`src/rtl/id_ex_stage.sv`:
```
// ID/EX pipeline register with load-use hazard detection, flush bubbling and
// link-register selection. Optional hazard counters under HAZARD_CNT_EN.
module id_ex_stage #(
  parameter int CNT_W = 32
) (
  input  logic             clk,
  input  logic             rst,
  input  logic [3:0]       id_Branch,
  input  logic [1:0]       id_Jump,
  input  logic             id_RegDst,
  input  logic             id_ALUSrc,
  input  logic [4:0]       id_ALUOp,
  input  logic             id_MemtoReg,
  input  logic             id_RegWrite,
  input  logic [1:0]       id_MemWrite,
  input  logic             id_ExtOp,
  input  logic [2:0]       id_MemRead,
  input  logic [4:0]       id_rs,
  input  logic [4:0]       id_rt,
  input  logic [4:0]       id_rd,
  input  logic [31:0]      id_rdata1,
  input  logic [31:0]      id_rdata2,
  input  logic [31:0]      id_imm32,
  input  logic [31:0]      id_pc4,
  input  logic             flush,
  output logic             hazard,
  output logic             pc_write,
  output logic             ifid_write,
  output logic [3:0]       ex_Branch,
  output logic [1:0]       ex_Jump,
  output logic             ex_RegDst,
  output logic             ex_ALUSrc,
  output logic [4:0]       ex_ALUOp,
  output logic             ex_MemtoReg,
  output logic             ex_RegWrite,
  output logic [1:0]       ex_MemWrite,
  output logic             ex_ExtOp,
  output logic [2:0]       ex_MemRead,
  output logic [4:0]       ex_rs,
  output logic [4:0]       ex_rt,
  output logic [4:0]       ex_rd,
  output logic [31:0]      ex_rdata1,
  output logic [31:0]      ex_rdata2,
  output logic [31:0]      ex_imm32,
  output logic [31:0]      ex_pc4,
  output logic             ex_valid,
  output logic [4:0]       ex_wreg
`ifdef HAZARD_CNT_EN
  ,
  output logic [CNT_W-1:0] stall_cnt,
  output logic [CNT_W-1:0] flush_cnt
`endif
);

  typedef struct packed {
    logic [3:0]  branch;
    logic [1:0]  jump;
    logic        regdst;
    logic        alusrc;
    logic [4:0]  aluop;
    logic        memtoreg;
    logic        regwrite;
    logic [1:0]  memwrite;
    logic        extop;
    logic [2:0]  memread;
    logic [4:0]  rs;
    logic [4:0]  rt;
    logic [4:0]  rd;
    logic [31:0] rdata1;
    logic [31:0] rdata2;
    logic [31:0] imm32;
    logic [31:0] pc4;
    logic        valid;
    logic [4:0]  wreg;
  } ex_t;

  typedef enum logic {RUN, STALL} state_t;

  state_t state, state_nxt;
  ex_t    ex_q, id_d, nop;
  logic   load_use;

  always_comb begin
    nop       = '0;
    nop.aluop = 5'b11111;
  end

  always_comb begin
    id_d          = '0;
    id_d.branch   = id_Branch;
    id_d.jump     = id_Jump;
    id_d.regdst   = id_RegDst;
    id_d.alusrc   = id_ALUSrc;
    id_d.aluop    = id_ALUOp;
    id_d.memtoreg = id_MemtoReg;
    id_d.regwrite = id_RegWrite;
    id_d.memwrite = id_MemWrite;
    id_d.extop    = id_ExtOp;
    id_d.memread  = id_MemRead;
    id_d.rs       = id_rs;
    id_d.rt       = id_rt;
    id_d.rd       = id_rd;
    id_d.rdata1   = id_rdata1;
    id_d.rdata2   = id_rdata2;
    id_d.imm32    = id_imm32;
    id_d.pc4      = id_pc4;
    id_d.valid    = 1'b1;
    // jal, bgezal and bltzal all link into $ra
    if (id_Jump == 2'b10 || id_Branch == 4'b0101 || id_Branch == 4'b1000)
      id_d.wreg = 5'd31;
    else if (id_RegDst)
      id_d.wreg = id_rd;
    else
      id_d.wreg = id_rt;
  end

  assign load_use = ex_q.valid && (ex_q.memread != 3'b000) && (ex_q.rt != 5'd0) &&
                    (ex_q.rt == id_rs || ex_q.rt == id_rt);
  // A bubble sits in EX during STALL, so the state gate only reinforces that.
  assign hazard     = load_use && !flush && (state == RUN);
  assign pc_write   = !hazard;
  assign ifid_write = !hazard;

  always_comb begin
    state_nxt = state;
    case (state)
      RUN:     if (hazard) state_nxt = STALL;
      STALL:   state_nxt = RUN;
      default: state_nxt = RUN;
    endcase
  end

  always_ff @(posedge clk) begin
    if (rst) begin
      state <= RUN;
      ex_q  <= nop;
    end else begin
      state <= state_nxt;
      ex_q  <= (flush || hazard) ? nop : id_d;
    end
  end

  assign ex_Branch   = ex_q.branch;
  assign ex_Jump     = ex_q.jump;
  assign ex_RegDst   = ex_q.regdst;
  assign ex_ALUSrc   = ex_q.alusrc;
  assign ex_ALUOp    = ex_q.aluop;
  assign ex_MemtoReg = ex_q.memtoreg;
  assign ex_RegWrite = ex_q.regwrite;
  assign ex_MemWrite = ex_q.memwrite;
  assign ex_ExtOp    = ex_q.extop;
  assign ex_MemRead  = ex_q.memread;
  assign ex_rs       = ex_q.rs;
  assign ex_rt       = ex_q.rt;
  assign ex_rd       = ex_q.rd;
  assign ex_rdata1   = ex_q.rdata1;
  assign ex_rdata2   = ex_q.rdata2;
  assign ex_imm32    = ex_q.imm32;
  assign ex_pc4      = ex_q.pc4;
  assign ex_valid    = ex_q.valid;
  assign ex_wreg     = ex_q.wreg;

`ifdef HAZARD_CNT_EN
  // Both counters saturate at all-ones rather than wrapping.
  always_ff @(posedge clk) begin
    if (rst) begin
      stall_cnt <= '0;
      flush_cnt <= '0;
    end else begin
      if (hazard && stall_cnt != '1) stall_cnt <= stall_cnt + 1'b1;
      if (flush  && flush_cnt != '1) flush_cnt <= flush_cnt + 1'b1;
    end
  end
`else
  logic [CNT_W-1:0] unused_cnt_w;
  assign unused_cnt_w = '0;
`endif

endmodule

```
`config.mk`:
```
export PLATFORM = sky130hd
export DESIGN_NAME = id_ex_stage
export DESIGN_NICKNAME = d
export VERILOG_FILES = /design/src/rtl/id_ex_stage.sv
export SDC_FILE = /design/constraint.sdc
export NUM_CORES = 1
export LEC_CHECK = 0
export ABC_AREA = 1
export BUFFER_PORTS_ARGS = -buffer_cell sky130_fd_sc_hd__buf_2
export CAP_MARGIN = 20
export CORE_AREA = 2 2 132 134
export DETAILED_ROUTE_END_ITERATION = 6
export DIE_AREA = 0 0 134 136
export MAX_ROUTING_LAYER = met4
export SLEW_MARGIN = 15
export SYNTH_ARGS = -nofsm -noshare
export SYNTH_HDL_FRONTEND = slang
export SYNTH_SLANG_ARGS = --single-unit
```
`constraint.sdc`:
```
create_clock -name clk -period 2.64 [get_ports clk]
set_clock_uncertainty 0.15 [all_clocks]
set_input_delay 0.528 -clock clk [delete_from_list [all_inputs] [get_ports clk]]
set_output_delay 0.528 -clock clk [all_outputs]
set_load 0.01 [all_outputs]
```
==> results by group, run 1 <==
Status
  • Status: finished clean

Floorplanning
  • Core Region: 0.0169 sq mm
  • # rows: 48
  • Die height: 136 microns
  • Initial Util: 30.9%
  • Die ar.: 0.0182 sq mm
  • Io pins: 340
  • Die Wd: 134 microns

Pwr
  • VDD IR max: 0.000500 V
  • Pwr dens: 740 mW/mm^2
  • Leak: 4.65 nW

Global route
  • Largest net degree at the start of global routing: 45
  • Number of global-route vias before repair: 4145
  • Global-route wire length before repair: 20000 microns
  • Initial antenna violation count: 0
  • Total gr overflow: 0
  • GRT Overall Usage: 14.7%

Layout
  • Share of layout cells above drive strength 1: 41.6%
  • Area growth from synthesis to layout: 47.5%
  • Commonest non-fill, non-tap cells in the layout: buf_2 (339), dfxtp_1 (171), nor2_1 (170), inv_1 (163), nand2_1 (29)
  • # diodes: 0
  • Most common cell after layout, fill and taps aside: buf_2
  • Nets@finish: 1102

Timing
  • Final period utilization: 88.0%
  • Max-Slew Margin vs Limit: 55.5%
  • Tmin final: 2.32 ns
  • Final setup TNS: 0 ns
  • Maximum operating frequency: 430 MHz
  • Setup violations, final: 0
  • Slew @ Worst Pin: 0.660 ns
  • Final setup margin: 0.316 ns
  • Final hold violations: 0
  • RSZ-0062 raised after global routing: no
  • Min Hold Slack: 0.122 ns
  • Max Slew Vio Count: 0

Worst setup path
  • Crit path largest cell delay: 0.39 ns
  • Worst path top cell family by delay: simple AND/OR/NAND/NOR gates
  • Peak fanout along the critical path: 10
  • CP arrival: 1.65 ns
  • CP max stage cell: dfxtp_1
  • CP Cell Sequence: inv_2 > nand2_1 > nand2_1 > nor2_1 > nand3_1 > nand2_1 > nand2_2 > inv_1 > buf_2
  • Most used cell along the critical path: nand2_1
  • Critical path required time: 1.96 ns
  • Worst Setup End Kind: output pin
  • Critical path type: register to output pin
  • Buf+Inv Stages, Crit Path: 3
  • Crit path launch type: register

Route
  • Antenna-violating nets left: 0
  • Final routed DRC violation total: 0
  • Drt via density: 3.75
  • DR pass1 iterations: 6
  • Post-DR wirelength/cell: 11.5 microns
  • Routed via count: 4397
  • WL final: 13500 microns
  • DR iter-0 viols: 134

Clock tree
  • PostCTS Resize Cnt: 0
  • Root Driver: clkbuf_16
  • Worst-skew pair later-pin latency: 0.42 ns
  • CTS clk-pin slew, worst paths: 0.07 ns
  • Clock Sinks: 171
  • TritonCTS clock tree: built
  • H-tree levels: 4
  • CTS Hold Buffers Added: 0
  • Clock Path Buffers: 2
  • Clock buffer count from CTS: 17
  • Postcts setup bufs: 0

Job
  • Max Cap Viol: 0

Synth
  • Synth Cell Area: 0.00521 sq mm
  • Yosys warns: 0
  • Post-Syn Area per Cell: 8.84 sq um
  • Library cells used by synthesis: 19
  • Syn Nets: 756
  • Sequential share of the synthesized area: 65.7%
  • Synth Instances: 589
  • Number of synthesized register bits: 171

Worst hold path
  • HP Class: input pin to register

Placement
  • Port Buffers: 339
  • DP Worst Slack: 0.460 ns
  • Detailed Place HPWL: 10500 microns
  • RD Place Congestion: 0.828
## cell usage after synthesis
cell      number  area share (%)
nand2_1       29             2.1
nor3_1         2            0.19
buf_4          1            0.14
clkbuf_1       1           0.072
nand2_2        2            0.24
nor2_2        10             1.2
inv_1        163              12
nor2_1       170              12
xnor2_1        2            0.34
dfxtp_1      171              66
nand3_1        2            0.19
o31ai_1        1            0.14
buf_6         16             3.5
buf_8          1            0.29
nand4_1        1            0.12
buf_2          1           0.096
nand3b_1       5            0.72
o21ai_0        7            0.67
inv_2          4            0.29
## cell type report
cell class | count | area, sq um
Clock buffer | 19 | 443
Sequential cell | 171 | 3420
Timing Repair Buffer | 347 | 1790
Inverter | 167 | 627
Tap cell | 225 | 282
Clock inverter | 13 | 154
Fill cell | 1676 | 9190
Multi-Input combinational cell | 231 | 960
## worst reg2reg max path, stage by stage (launching register included)
cell and delay, ns:
dfxtp_1 0.39, inv_2 0.07, nand2_1 0.06, nand2_1 0.05, nor2_1 0.11, nand3_1 0.07, nand2_1 0.09, nand2_2 0.18
nand2_8 0.34, buf_12 0.24, nor2_1 0.08
## state kept, by name, summed over array words and instances (netlist names), 2 cells and up
name and count:
ex_imm32 32, ex_ALUOp 5, ex_Branch 4, ex_rd 5, ex_MemWrite 2, ex_rdata1 32, ex_rt 5, ex_pc4 32
ex_rs 5, ex_rdata2 32, ex_wreg 5, ex_MemRead 3, ex_Jump 2
## metrics by stage
stage               util (%)  area (sq um)  std cells  power (mW)
floorplan                  -          5210        589        3.00
global placement        42.0          7090       1141        3.26
detailed placement      42.0          7090       1141        3.26
CTS                     45.5          7680       1173        5.78
global route            45.5          7680       1173        5.95
finish                  45.5          7680       1173        5.69
## power by group
part | internal [mW] | switching [mW] | total (mW)
combinational | 0.223 | 0.260 | 0.483
clock | 1.44 | 1.05 | 2.49
sequential | 2.68 | 0.0271 | 2.71
## metal layers
layer / vias to the layer above / share of wire, % / GRT usage [%] / wire length (microns)
met4: 0 / 1.9 / 6.86 / 259
li1: 2311 / - / - / -
met2: 192 / 50 / 24.8 / 6720
met1: 1873 / 41 / 16.0 / 5560
met5: - / 0 / - / 0
met3: 21 / 7.2 / 4.33 / 970
## kinds of logic after synthesis
group	synth area share [%]
AO/OA/AOI/OAI	0.817
XOR/XNOR	0.336
flip-flops	65.7
buffers and inverters	16.1
AND/OR/NAND/NOR	17.0
## path summary, 6_finish.rpt
path                       start                      end  slack [ns]  cells past startpoint
min reg2reg     state$_SDFF_PP0_         state$_SDFF_PP0_        0.62                      5
max          ex_rt[1]$_SDFF_PP0_                   hazard        0.32                      9
min                          rst         state$_SDFF_PP0_        0.12                      2
max reg2reg  ex_rt[1]$_SDFF_PP0_  ex_rdata1[0]$_SDFF_PP0_        0.70                     10
Power figures use the tool's default switching activity.
==> run 2: changes to the inputs <==
--- a/config.mk
+++ b/config.mk
@@ -8,9 +8,9 @@
 export ABC_AREA = 1
 export BUFFER_PORTS_ARGS = -buffer_cell sky130_fd_sc_hd__buf_2
 export CAP_MARGIN = 20
-export CORE_AREA = 2 2 132 134
+export CORE_AREA = 2 2 133 135
 export DETAILED_ROUTE_END_ITERATION = 6
-export DIE_AREA = 0 0 134 136
+export DIE_AREA = 0 0 135 137
 export MAX_ROUTING_LAYER = met4
 export SLEW_MARGIN = 15
 export SYNTH_ARGS = -nofsm -noshare
==> constraint.sdc (replaced) <==
create_clock -name clk -period 2.38 [get_ports clk]
set_clock_uncertainty 0.15 [all_clocks]
set_input_delay 0.476 -clock clk [delete_from_list [all_inputs] [get_ports clk]]
set_output_delay 0.476 -clock clk [all_outputs]
set_load 0.01 [all_outputs]
==> run 2 against run 1 <==
  * Non-clock buffer count down 1
  * Core utilization down 0.53 points
  * Final cell count unchanged
  * Critical path type unchanged
  * Largest cell class unchanged
  * Highest routed layer unchanged
==> results by group, run 2 (synthesis gave the netlist of run 1 again) <==
Status
  • Status: finished clean

Route
  • DR top layer: met4
  • DR WL met2: 6850 microns (+2.0%)
  • Routed via count: 4411 (+0.32%)
  • Drt via density: 3.76 (+0.32%)
  • DR pass1 iterations: 4 (-2)
  • WL met3: 1150 microns (+18%)
  • WL final: 13800 microns (+1.9%)
  • Post-DR wirelength/cell: 11.7 microns (+1.9%)
  • Met1 WL: 5530 microns (-0.67%)
  • Antenna-violating nets left: 0 (unchanged)
  • Final routed DRC violation total: 0 (unchanged)
  • DR iter-0 viols: 138 (+3.0%)

Pwr
  • Sw frac: 24.0% (+0.42 points)
  • NetSw: 1.49 mW (+11%)
  • Leak: 4.66 nW (+0.20%)
  • Clk pwr share: 42.9% (-0.9 points)
  • Pwr dens: 809 mW/mm^2 (+9.3%)
  • Reg power frac: 48.5% (+0.8 points)
  • VDD IR max: 0.000435 V (-13%)
  • Pint: 4.72 mW (+8.5%)
  • Gate power share: 8.6% (about the same)

Clock tree
  • Worst-skew pair later-pin latency: 0.41 ns (about the same)
  • Clock Path Buffers: 2 (unchanged)
  • H-tree levels: 4 (unchanged)
  • TritonCTS clock tree: built
  • CTS clk-pin slew, worst paths: 0.06 ns (about the same)
  • Postcts setup bufs: 0 (unchanged)
  • Root Driver: clkbuf_16
  • Clock Sinks: 171 (unchanged)
  • Clock buffer count from CTS: 17 (unchanged)

Worst setup path
  • Worst R2R End: ex_rdata2[30]$_SDFF_PP0_
  • R2R cell count: 10 (unchanged)
  • CP arrival: 1.61 ns (-0.04 ns)
  • Crit path launch type: register
  • Critical path type: register to output pin
  • Critical path required time: 1.75 ns (-0.21 ns)
  • Worst Setup End Kind: output pin
  • Peak fanout along the critical path: 10 (unchanged)
  • R2R Setup Slk: 0.55 ns (-0.15 ns)
  • Worst flop-to-flop path startpoint: ex_rt[0]$_SDFF_PP0_

Worst hold path
  • Hold path start: rst
  • HP Class: input pin to register
  • Worst hold path stage count: 2 (unchanged)
  • Hold endpoint: state$_SDFF_PP0_

Layout
  • Filler cells: 1727 (+3.0%)
  • Commonest non-fill, non-tap cells in the layout: buf_2 (339), dfxtp_1 (171), nor2_1 (170), inv_1 (163), nand2_1 (29)
  • Area growth from synthesis to layout: 47.4%
  • Nets@finish: 1101 (-0.091%)
  • Most common cell after layout, fill and taps aside: buf_2
  • Design Area, Final: 0.00767 sq mm (-0.11%)
  • Share of layout cells above drive strength 1: 41.6% (+0.044 points)

Global route
  • Total gr overflow: 0 (unchanged)
  • Global-route wire length before repair: 20100 microns (+0.48%)
  • Initial antenna violation count: 1 (+1)
  • Largest net degree at the start of global routing: 38 (-16%)
  • GRT Overall Usage: 14.5% (-0.19 points)
  • Number of global-route vias before repair: 4100 (-1.1%)

Job
  • Max Cap Viol: 0 (unchanged)

Floorplanning
  • Io pins: 340 (unchanged)
  • Die ar.: 0.0185 sq mm (+1.5%)
  • Die Wd: 135 microns (+0.75%)
  • Core Region: 0.0171 sq mm (+1.1%)
  • Die height: 137 microns (+0.74%)
  • # rows: 48 (unchanged)
  • Initial Util: 30.5% (-0.33 points)

Timing
  • Final hold violations: 0 (unchanged)
  • Max-Slew Margin vs Limit: 59.4% (+3.9 points)
  • Slew @ Worst Pin: 0.602 ns (-0.0582 ns)
  • Setup violations, final: 0 (unchanged)
  • Final period utilization: 93.8%
  • Final setup TNS: 0 ns (unchanged)
  • Maximum operating frequency: 448 MHz
  • Tmin final: 2.23 ns
  • Max Slew Vio Count: 0 (unchanged)
  • RSZ-0062 raised after global routing: no

Placement
  • Detailed Place HPWL: 10800 microns (+2.9%)
  • Port Buffers: 339 (unchanged)
  • RD Place Congestion: 0.820 (-0.95%)
  • Post-Place Cell Area: 0.00709 sq mm (about the same)
run 2: critical path: stages, from the launching register on:
cell     delay [ns]
dfxtp_1        0.42
inv_1          0.09
nand2_1        0.06
nand2_1        0.05
nor2_1         0.09
nand3_1        0.07
nand2_1        0.11
nand2_4        0.12
inv_1          0.07
buf_2          0.12
run 2: area by class of cell:
cell class	count	area [sq um]	area share (%)
tap	225	282	3.67
multi-input combinational	231	965	12.6
timing repair buffer	346	1800	23.4
clock inverter	14	136	1.78
sequential	171	3420	44.6
clock buffer	18	439	5.72
antenna	1	2.50	0.0326
inverter	167	627	8.17
run 2: metal layers:
metal | vias to the layer above | global-route usage (%)
li1 | 2315 | -
met1 | 1886 | 16.1
met2 | 194 | 24.3
met3 | 16 | 4.67
met4 | 0 | 5.90
met5 | - | -
run 2: how the worst max path moves through the flow:
stage / end / slack [ns] / cells past startpoint / from
after global routing: hazard / 0.006 / 9 / ex_rt[0]$_SDFF_PP0_
final: hazard / 0.15 / 9 / ex_rt[0]$_SDFF_PP0_
after floorplan: pc_write / 0.63 / 8 / id_rt[3]
after detailed placement: ex_rdata2[28]$_SDFF_PP0_ / 0.32 / 11 / id_rt[2]
after CTS: hazard / 0.09 / 9 / ex_rt[0]$_SDFF_PP0_
after global placement: ex_rs[0]$_SDFF_PP0_ / 0.33 / 11 / id_rt[3]
run 2: what timing repair did:
item,4_1_cts,5_1_grt
setup endpoints to repair,0,3
hold buffers,0,0
gates resized for setup,0,1
run 2: power groups by stage:
stage	sequential, mW	clock [mW]	combinational, mW
floorplan	3.14	0	0.191
global placement	3.07	0	0.542
detailed placement	3.07	0	0.545
CTS	3.01	2.74	0.548
global route	3.02	2.86	0.603
finish	3.01	2.66	0.536
run 2: metrics by stage:
| step | power, mW | utilization (%) | cells | hold WS, ns | worst slack, ns |
|---|---|---|---|---|---|
| 2_1_floorplan | 3.33 | - | 589 | 0.398 | 0.627 |
| 3_3_place_gp | 3.61 | 41.6 | 1140 | 0.503 | 0.327 |
| 3_5_place_dp | 3.62 | 41.6 | 1140 | 0.510 | 0.320 |
| 4_1_cts | 6.29 | 44.9 | 1172 | 0.0681 | 0.0920 |
| 5_1_grt | 6.48 | 45.0 | 1173 | 0.0779 | 0.00587 |
| 6_report | 6.21 | 45.0 | 1173 | 0.0897 | 0.147 |
==> run 3: changes to the inputs <==
--- a/config.mk
+++ b/config.mk
@@ -5,12 +5,11 @@
 export SDC_FILE = /design/constraint.sdc
 export NUM_CORES = 1
 export LEC_CHECK = 0
-export ABC_AREA = 1
 export BUFFER_PORTS_ARGS = -buffer_cell sky130_fd_sc_hd__buf_2
 export CAP_MARGIN = 20
-export CORE_AREA = 2 2 133 135
+export CORE_AREA = 2 2 131 133
 export DETAILED_ROUTE_END_ITERATION = 6
-export DIE_AREA = 0 0 135 137
+export DIE_AREA = 0 0 133 135
 export MAX_ROUTING_LAYER = met4
 export SLEW_MARGIN = 15
 export SYNTH_ARGS = -nofsm -noshare
==> run 3 against run 2 <==
  * Synthesized cell count fell by 33%
  * First-iteration DRC count fell by 20%
  * Power fell by 0.84%
  * Sequential share of layout area rose by 1.1 points
  * Critical endpoint unchanged
  * Flip-flop and latch count did not move
  * Register-to-register slack got worse by 0.41 ns
  * Highest routed layer unchanged
  * Synthesized area fell by 7.2%
  * Worst hold slack got worse by 0.00060 ns
  * Wire length rose by 4.6%
  * Fmax fell by 4.2%
  * Via count fell by 13%
==> results by group, run 3 <==
Global route
  • GRT Overall Usage: 15.9% (+1.4 points)
  • Number of global-route vias before repair: 3829 (-6.6%)
  • Largest net degree at the start of global routing: 116 (+210%)
  • Total gr overflow: 0 (unchanged)
  • Initial antenna violation count: 3 (+2)
  • Global-route wire length before repair: 20600 microns (+2.2%)

Worst setup path
  • Crit path launch type: register
  • Critical path required time: 1.75 ns (about the same)
  • CP arrival: 1.70 ns (+0.09 ns)
  • CP Cell Sequence: or4_4 > nor2_4 > nor3_2 > nand2_2 > inv_2 > buf_6
  • Crit path largest cell delay: 0.52 ns (+0.10 ns)
  • Critical path type: register to output pin
  • CP max stage cell: or4_4
  • Buf+Inv Stages, Crit Path: 2 (-1)
  • Peak fanout along the critical path: 4 (-6)
  • Worst path top cell family by delay: simple AND/OR/NAND/NOR gates
  • Worst Setup End Kind: output pin

Timing
  • Final period utilization: 97.9% (+4.1 points)
  • Setup violations, final: 0 (unchanged)
  • RSZ-0062 raised after global routing: yes
  • Slew @ Worst Pin: 0.515 ns (-0.0868 ns)
  • Final hold violations: 0 (unchanged)
  • Max-Slew Margin vs Limit: 65.6% (+6.2 points)
  • Max Slew Vio Count: 0 (unchanged)
  • Final setup TNS: 0 ns (unchanged)
  • Maximum operating frequency: 429 MHz (-4.2%)
  • Tmin final: 2.33 ns (+0.0973 ns)

Synth
  • Synthesized-area fraction occupied by and/or/nand/nor cells: 22.7% (+5.7 points)
  • Synth Cell Area: 0.00483 sq mm (-7.2%)
  • Yosys warns: 0 (unchanged)
  • Post-synthesis mux area share: 1.04% (+1.0 points)
  • Compound-Gate Fraction of Synth Area: 1.53% (+0.71 points)
  • Top cells by area, synth: dfxtp_1 (71%), and2_1 (21%), xnor2_1 (1.8%)
  • Number of synthesized register bits: 171 (unchanged)
  • Most common cell in the netlist: dfxtp_1
  • Library cells used by synthesis: 22 (+3)
  • Number of synthesized flops with an enable pin: 0 (unchanged)
  • Post-Syn Area per Cell: 12.2 sq um (+38%)
  • Main synth FF type: dfxtp_1
  • Sequential share of the synthesized area: 70.8% (+5.1 points)
  • Synth Area in XOR/XNOR: 1.81% (+1.5 points)
  • Synth Area in Adders: 0% (unchanged)
  • Syn Nets: 562 (-26%)
  • Area share of the leading cell type in the synthesized netlist: 70.8% (+5.1 points)
  • Area leader, netlist: dfxtp_1
  • Post-synth top cells: dfxtp_1 (171), and2_1 (159), buf_2 (11)
  • Asr flop ratio synth: 0% (unchanged)
  • Synth Instances: 395 (-33%)
  • Largest family of logic cells by synthesized area: simple AND/OR/NAND/NOR gates

Route
  • Antenna-violating nets left: 0 (unchanged)
  • WL final: 14400 microns (+4.6%)
  • Drt via density: 3.90 (+3.8%)
  • Routed via count: 3843 (-13%)
  • DR pass1 iterations: 4 (unchanged)
  • Post-DR wirelength/cell: 14.6 microns (+25%)
  • Final routed DRC violation total: 0 (unchanged)
  • DR iter-0 viols: 111 (-20%)

Layout
  • Area growth from synthesis to layout: 55.1%
  • Filler cells: 1568 (-9.2%)
  • Share of layout cells above drive strength 1: 52.5% (+11 points)
  • Final Non-Filler Cells: 985 (-16%)
  • Nets@finish: 916 (-17%)
  • Commonest non-fill, non-tap cells in the layout: buf_2 (338), dfxtp_1 (168), and2_1 (159), clkbuf_16 (18), buf_4 (12)
  • Most common cell after layout, fill and taps aside: buf_2

Floorplanning
  • Die ar.: 0.0180 sq mm (-2.9%)
  • Die height: 135 microns (-1.5%)
  • Io pins: 340 (unchanged)
  • Core Region: 0.0164 sq mm (-3.8%)
  • Die Wd: 133 microns (-1.5%)
  • Initial Util: 29.5% (-1.1 points)
  • # rows: 47 (-2.1%)

Clock tree
  • Clock Sinks: 171 (unchanged)
  • CTS clk-pin slew, worst paths: 0.07 ns (about the same)
  • Root Driver: clkbuf_16
  • H-tree levels: 4 (unchanged)
  • Clock Path Buffers: 2 (unchanged)
  • Clock buffer count from CTS: 17 (unchanged)
  • Worst-skew pair later-pin latency: 0.41 ns (about the same)
  • CTS Hold Buffers Added: 0 (unchanged)
  • TritonCTS clock tree: built

Status
  • Status: finished clean

Placement
  • Dpl cells: 938 (-18%)
  • Port Buffers: 339 (unchanged)
  • Detailed Place HPWL: 10800 microns (+0.63%)
  • RD Place Congestion: 0.727 (-11%)

Pwr
  • Leak: 3.88 nW (-17%)
  • VDD IR max: 0.000523 V (+20%)
  • Pwr dens: 821 mW/mm^2 (+1.5%)
  • Power Total: 6.15 mW (-0.84%)

Worst hold path
  • HP Class: input pin to register

Job
  • Max Cap Viol: 0 (unchanged)
==> run 3: cell types whose count changed in the layout (fill, tap and decap cells not counted), moves of 4 or more <==
cell / previous run / this run
o21ai_0: 7 / 0
nand3b_1: 5 / 1
nor2_1: 170 / 2
nor2_2: 10 / 0
nand2_1: 29 / 3
inv_1: 163 / 1
buf_4: 3 / 12
xnor2_1: 2 / 9
and2_1: 0 / 159
mux2i_1: 0 / 5
nand2b_1: 0 / 5
==> run 3: report_power, final <==
group | leakage, nW | total, mW | switching, mW | internal (mW)
registers | 1.41 | 3.01 | 0.0303 | 2.98
clock network | 0.279 | 2.65 | 1.19 | 1.45
logic | 2.19 | 0.499 | 0.234 | 0.265
total | 3.88 | 6.15 | 1.46 | 4.70
==> run 3: layer usage <==
| metal | GRT usage, % | vias to the layer above | wire length, microns |
|---|---|---|---|
| li1 | - | 1916 | - |
| met1 | 17.1 | 1697 | 5810 |
| met2 | 26.8 | 211 | 7100 |
| met3 | 5.37 | 19 | 1110 |
| met4 | 7.29 | 0 | 376 |
| met5 | - | - | 0 |
==> run 3: cell type report <==
| cell class | count | area (sq um) | share of cell area (%) |
|---|---|---|---|
| clock inverter | 12 | 106 | 1.42 |
| inverter | 2 | 7.51 | 0.100 |
| tap | 220 | 275 | 3.67 |
| antenna | 3 | 7.51 | 0.100 |
| multi-input combinational | 202 | 1350 | 17.9 |
| timing repair buffer | 355 | 1860 | 24.8 |
| clock buffer | 20 | 467 | 6.22 |
| sequential | 171 | 3430 | 45.7 |
==> run 3: timing repair <==
item	4_1_cts	5_1_grt
buffers inserted	8	3
gates resized for setup	7	9
endpoints found under the setup margin	3	148
cloned	0	1
pin swaps	3	4
==> run 3: worst paths after layout <==
kind | end | startpoint | cells past startpoint | slack (ns)
setup reg to reg | ex_pc4[17]$_SDFF_PP0_ | ex_rt[2]$_SDFF_PP0_ | 9 | 0.14
hold reg to reg | state$_SDFF_PP0_ | ex_valid$_SDFF_PP0_ | 9 | 0.91
hold / removal | ex_ALUOp[4]$_SDFF_PP1_ | id_ALUOp[4] | 2 | 0.09
setup / recovery | hazard | ex_rt[2]$_SDFF_PP0_ | 6 | 0.05
==> run 3: per-stage QoR <==
step / setup slack, ns / hold slack, ns / util [%] / area [sq um]
3_5_place_dp: 0.183 / 0.494 / 41.2 / 6770
6_report: 0.0498 / 0.0891 / 45.7 / 7500
3_3_place_gp: 0.193 / 0.505 / 41.2 / 6770
2_1_floorplan: 0.354 / 0.398 / - / 4830
4_1_cts: -0.0387 / 0.0631 / 45.2 / 7420
5_1_grt: -0.0364 / 0.0716 / 45.7 / 7500
==> run 3: kinds of logic (layout without fill, tap and decap cells) <==
kind of cell | count (synthesis) | in the layout
multiplexers | 5 | 5
buffers and inverters | 22 | 389
other | 0 | 3
AND/OR/NAND/NOR | 178 | 178
XOR/XNOR | 10 | 10
AO/OA/AOI/OAI | 9 | 9
flip-flops | 171 | 171
